`src/rtl/pc_fetch_unit.sv`:
```
// Fetch-PC holder with a single-outstanding instruction fetch and a valid/ready offer to decode.
// Optional same-cycle response bypass to decode is enabled by defining FETCH_BYPASS_EN.
module pc_fetch_unit #(
   parameter logic [31:0] RESET_PC = 32'h0000_3000
) (
   input  logic        clk,
   input  logic        reset_n,
   output logic [31:0] pc_out,
   input  logic [31:0] npc_in,
   output logic        imem_req,
   output logic [31:0] imem_addr,
   input  logic        imem_rvalid,
   input  logic [31:0] imem_rdata,
   output logic        instr_valid,
   input  logic        instr_ready,
   output logic [31:0] instr,
   output logic [31:0] instr_pc,
   input  logic        flush,
   input  logic [31:0] flush_pc,
   output logic        align_err
);

   typedef enum logic [1:0] {RST, REQ, HOLD, DROP} state_t;

   state_t      state, state_next;
   logic [31:0] pc_q, addr_q, inst_q;
   logic        align_q;
   logic        capture, fire, load;
   logic [31:0] load_raw;

   always_comb begin
      state_next  = state;
      imem_req    = 1'b0;
      imem_addr   = pc_q;
      instr_valid = 1'b0;
      instr       = inst_q;
      capture     = 1'b0;
      case (state)
         RST: state_next = REQ;
         REQ: begin
            imem_req = 1'b1;
            if (imem_rvalid) begin
               if (flush) begin
                  state_next = REQ;
               end else begin
                  capture    = 1'b1;
                  state_next = HOLD;
`ifdef FETCH_BYPASS_EN
                  instr_valid = 1'b1;
                  instr       = imem_rdata;
                  if (instr_ready) begin
                     capture    = 1'b0;
                     state_next = REQ;
                  end
`endif
               end
            end else if (flush) begin
               state_next = DROP;
            end
         end
         HOLD: begin
            // A redirect masks the offer so npc_in is never loaded in a flush cycle.
            instr_valid = !flush;
            if (flush || instr_ready) state_next = REQ;
         end
         DROP: begin
            // The old request must stay stable until its (discarded) response returns.
            imem_req  = 1'b1;
            imem_addr = addr_q;
            if (imem_rvalid) state_next = REQ;
         end
         default: state_next = RST;
      endcase
   end

   assign fire     = instr_valid && instr_ready;
   assign load     = flush || fire;
   assign load_raw = flush ? flush_pc : npc_in;

   always_ff @(posedge clk) begin
      if (!reset_n) begin
         state   <= RST;
         pc_q    <= RESET_PC;
         addr_q  <= RESET_PC;
         inst_q  <= 32'h0;
         align_q <= 1'b0;
      end else begin
         state   <= state_next;
         align_q <= load && (load_raw[1:0] != 2'b00);
         if (load) pc_q <= {load_raw[31:2], 2'b00};
         if (state == REQ) addr_q <= pc_q;
         if (capture) inst_q <= imem_rdata;
      end
   end

   assign pc_out    = pc_q;
   assign instr_pc  = pc_q;
   assign align_err = align_q;

endmodule
```
`config.mk`:
```
export PLATFORM = sky130hd
export DESIGN_NAME = pc_fetch_unit
export DESIGN_NICKNAME = d
export VERILOG_FILES = /design/src/rtl/pc_fetch_unit.sv
export SDC_FILE = /design/constraint.sdc
export NUM_CORES = 1
export LEC_CHECK = 0
export ABC_CLOCK_PERIOD_IN_PS = 1470
export CAP_MARGIN = 20
export CORE_MARGIN = 2
export CORE_UTILIZATION = 36
export DETAILED_ROUTE_END_ITERATION = 6
export PLACE_DENSITY = 0.84
export SLEW_MARGIN = 20
export SYNTH_ARGS = -nofsm -noshare
export SYNTH_HDL_FRONTEND = slang
export SYNTH_SLANG_ARGS = --single-unit
```
`constraint.sdc`:
```
create_clock -name clk -period 1.47 [get_ports clk]
set_input_delay 0.294 -clock clk [delete_from_list [all_inputs] [get_ports clk]]
set_output_delay 0.294 -clock clk [all_outputs]
set_load 0.005 [all_outputs]
```
==> impl_metrics.toml <==
[status]
violations = "negative setup slack"
status = "complete, but fails checks"

[placement]
place.gp.congestion = 0.7593
portBuffers = 225
dp_hpwl_um = 9776
dp.cells = 852

[clocking]
cts_buffers = 9
cts.reportedPaths.clkPinSlew_ns = 0.07
clk_path_buf_depth = 2
ctsHoldBuffers = 0
clkSinkCount = 95
clockRootBuffer = "clkbuf_16"
cts_tree = "built"
worstSkewPairLatency_ns = 0.33
htree_levels = 3

[logic_synthesis]
synth_edf_count = 0
ys_ff_latch = 95
yosysWarningCount = 0
ys.flop_type = "dfxtp_1"
synth_seq_area_share_pct = 41.93
synthArstFlopShare_pct = 0
syn_inst = 499
synth_area_um2 = 4536
avgSynthCellArea_um2 = 9.089
yosysUniqueCellTypes = 33

[global_route]
grt_use_total_pct = 20.05
grt_pass1_vias = 4340
met2_usage_pct = 36.05
top_usage_layer = "met2"
grt_overflow = 0
grtUsageMet1_pct = 23.78
grt_pass1_wl_um = 21470
antenna_found_initial = 0
grt_start_max_net_pins = 53
use_met3_pct = 4.515

[worst_setup_path]
cp_slowest_cell = "dfxtp_2"
crit_top_cell = "buf_6"
cp-end-kind = "output pin"
path_class = "flop to output pin"
worstPathRequired_ns = 1.18
cpPeakStageDelay_ns = 0.35
worst_setup_path_start_kind = "flop"
critPathArrivalTime_ns = 1.45
crit_chain = "nand2_4, buf_6, buf_16, mux2_4, buf_6"
cp_max_fo = 5

[pwr]
max-vdd-ir-drop_uv = 603.1
power.total_mw = 6.850
power.density_nw_per_um2 = 889.5
p_leak_nw = 3.873

[floorplanning]
core_um2 = 12470
die_w_um = 116.2
num_io_pins = 232
die_height_um = 116.2
dieArea_um2 = 13510
rows = 41
start_util_pct = 36.38

[timing]
max_freq_mhz = 572.7
hold_viol = 0
fin_crit_sh_pct = 118.8
fin_ws_ns = -0.2762
slew_viol_final = 0
period_minus_slack_ns = 1.746
rsz0062_at_grt = "yes"
hold_ws_ns = 0.3800
fin_worst_skew_ns = 0.004316
finalSetupViolCount = 54

[layout]
final_cells = 895
layout.nets = 819
final_common_cell = "nand2_1"
diodes = 0
drive_above_1_share_pct = 24.62
syn_to_final_growth_pct = 69.79
final_cell_mix = "nand2_1 (124), clkdlybuf4s50_1 (99), dlygate4sd2_1 (76), dfxtp_1 (58), a21boi_0 (47)"

[routing]
num_vias = 4410
wl_per_cell_um = 15.99
via_per_inst = 4.927
routed_wl_um = 14310
drc_errors = 0
dr.pass1.iters = 4
antenna_left = 0
dr.first_iter.drc_count = 229

[min_path]
min_path_type = "input pin to flop"

[flow_run]
cap_violations = 0
[sequential cells by signal, summed over array words and instances (netlist names)]
register,cells
instr,32
addr_q,30
instr_pc,30
state,2
align_err,1
[synthesized netlist by cell type, types with 4 or more instances]
library cell,instances,share of area (%)
buf_6,4,0.99
a21boi_0,51,8.4
buf_2,8,0.88
mux2i_1,30,6.6
buf_4,40,6.6
o21ai_0,29,3.2
dfxtp_1,95,42
nand2_1,125,10
mux2_2,30,7.4
clkbuf_1,24,2.0
o211a_1,28,6.2
a21boi_1,9,1.5
[area by class of cell]
cell class | count | area, um^2
clock buffers | 10 | 229.0
clock inverters | 6 | 92.59
well taps | 172 | 215.2
fillers | 1003 | 4765
multi-input cells | 331 | 2330
flip-flops and latches | 95 | 1986
repair buffers | 281 | 2849
[per-stage QoR]
stage               setup TNS, ns  area (um^2)  setup slack (ns)  utilization, %
finish                     -7.961         7701           -0.2762           61.78
detailed placement         -19.30         6872           -0.2896           55.12
global placement           -16.52         6872           -0.2547           55.12
CTS                        -8.856         7624           -0.2952           61.16
floorplan                       0         4554            0.1086               -
global route               -10.95         7701           -0.3222           61.78
[worst paths after layout]
path              startpoint       endpoint  slack, ns  cells after the start
setup / recovery    state[1]  imem_addr[23]      -0.28                      5
setup reg to reg    state[0]   instr_pc[10]      -0.02                      5
hold reg to reg    instr[21]      instr[21]       0.46                      2
hold / removal         flush       state[0]       0.38                      2
[report_power, final]
group / internal, mW / switching (mW) / total, mW
Sequential: 2.72 / 0.118 / 2.84
Combinational: 0.949 / 0.558 / 1.51
Clock: 1.50 / 0.996 / 2.50
[timing repair]
action,4_1_cts,5_1_grt
setup endpoints to repair,114,89
pin swaps,2,1
gates cloned,3,1
gates resized for setup,325,25
endpoints found under the hold margin,0,0
setup buffers,24,3
[worst max-delay path, delay by kind of cell, from the launching register on]
kind,cells,cell delay (ns)
flops,1,0.35
mux,1,0.30
simple gates,1,0.07
buf+inv,3,0.39
[cells by family (layout without fill, tap and decap cells)]
logic type | after synthesis | in the layout | synth area share, %
simple gates | 141 | 141 | 12.77
flops | 95 | 95 | 41.93
buf+inv | 78 | 297 | 10.76
other cells | 1 | 6 | 0.08268
mux | 60 | 60 | 14.07
compound gates | 124 | 124 | 20.39
[routing by layer]
| layer | vias up | wire length (um) | share of wire, % |
|---|---|---|---|
| li1 | 2097 | - | - |
| met1 | 2090 | 5843 | 41 |
| met2 | 200 | 7151 | 50 |
| met3 | 23 | 1056 | 7.4 |
| met4 | 0 | 258 | 1.8 |
| met5 | - | 0 | 0 |
Note: power is estimated with default switching activity, not from simulation.
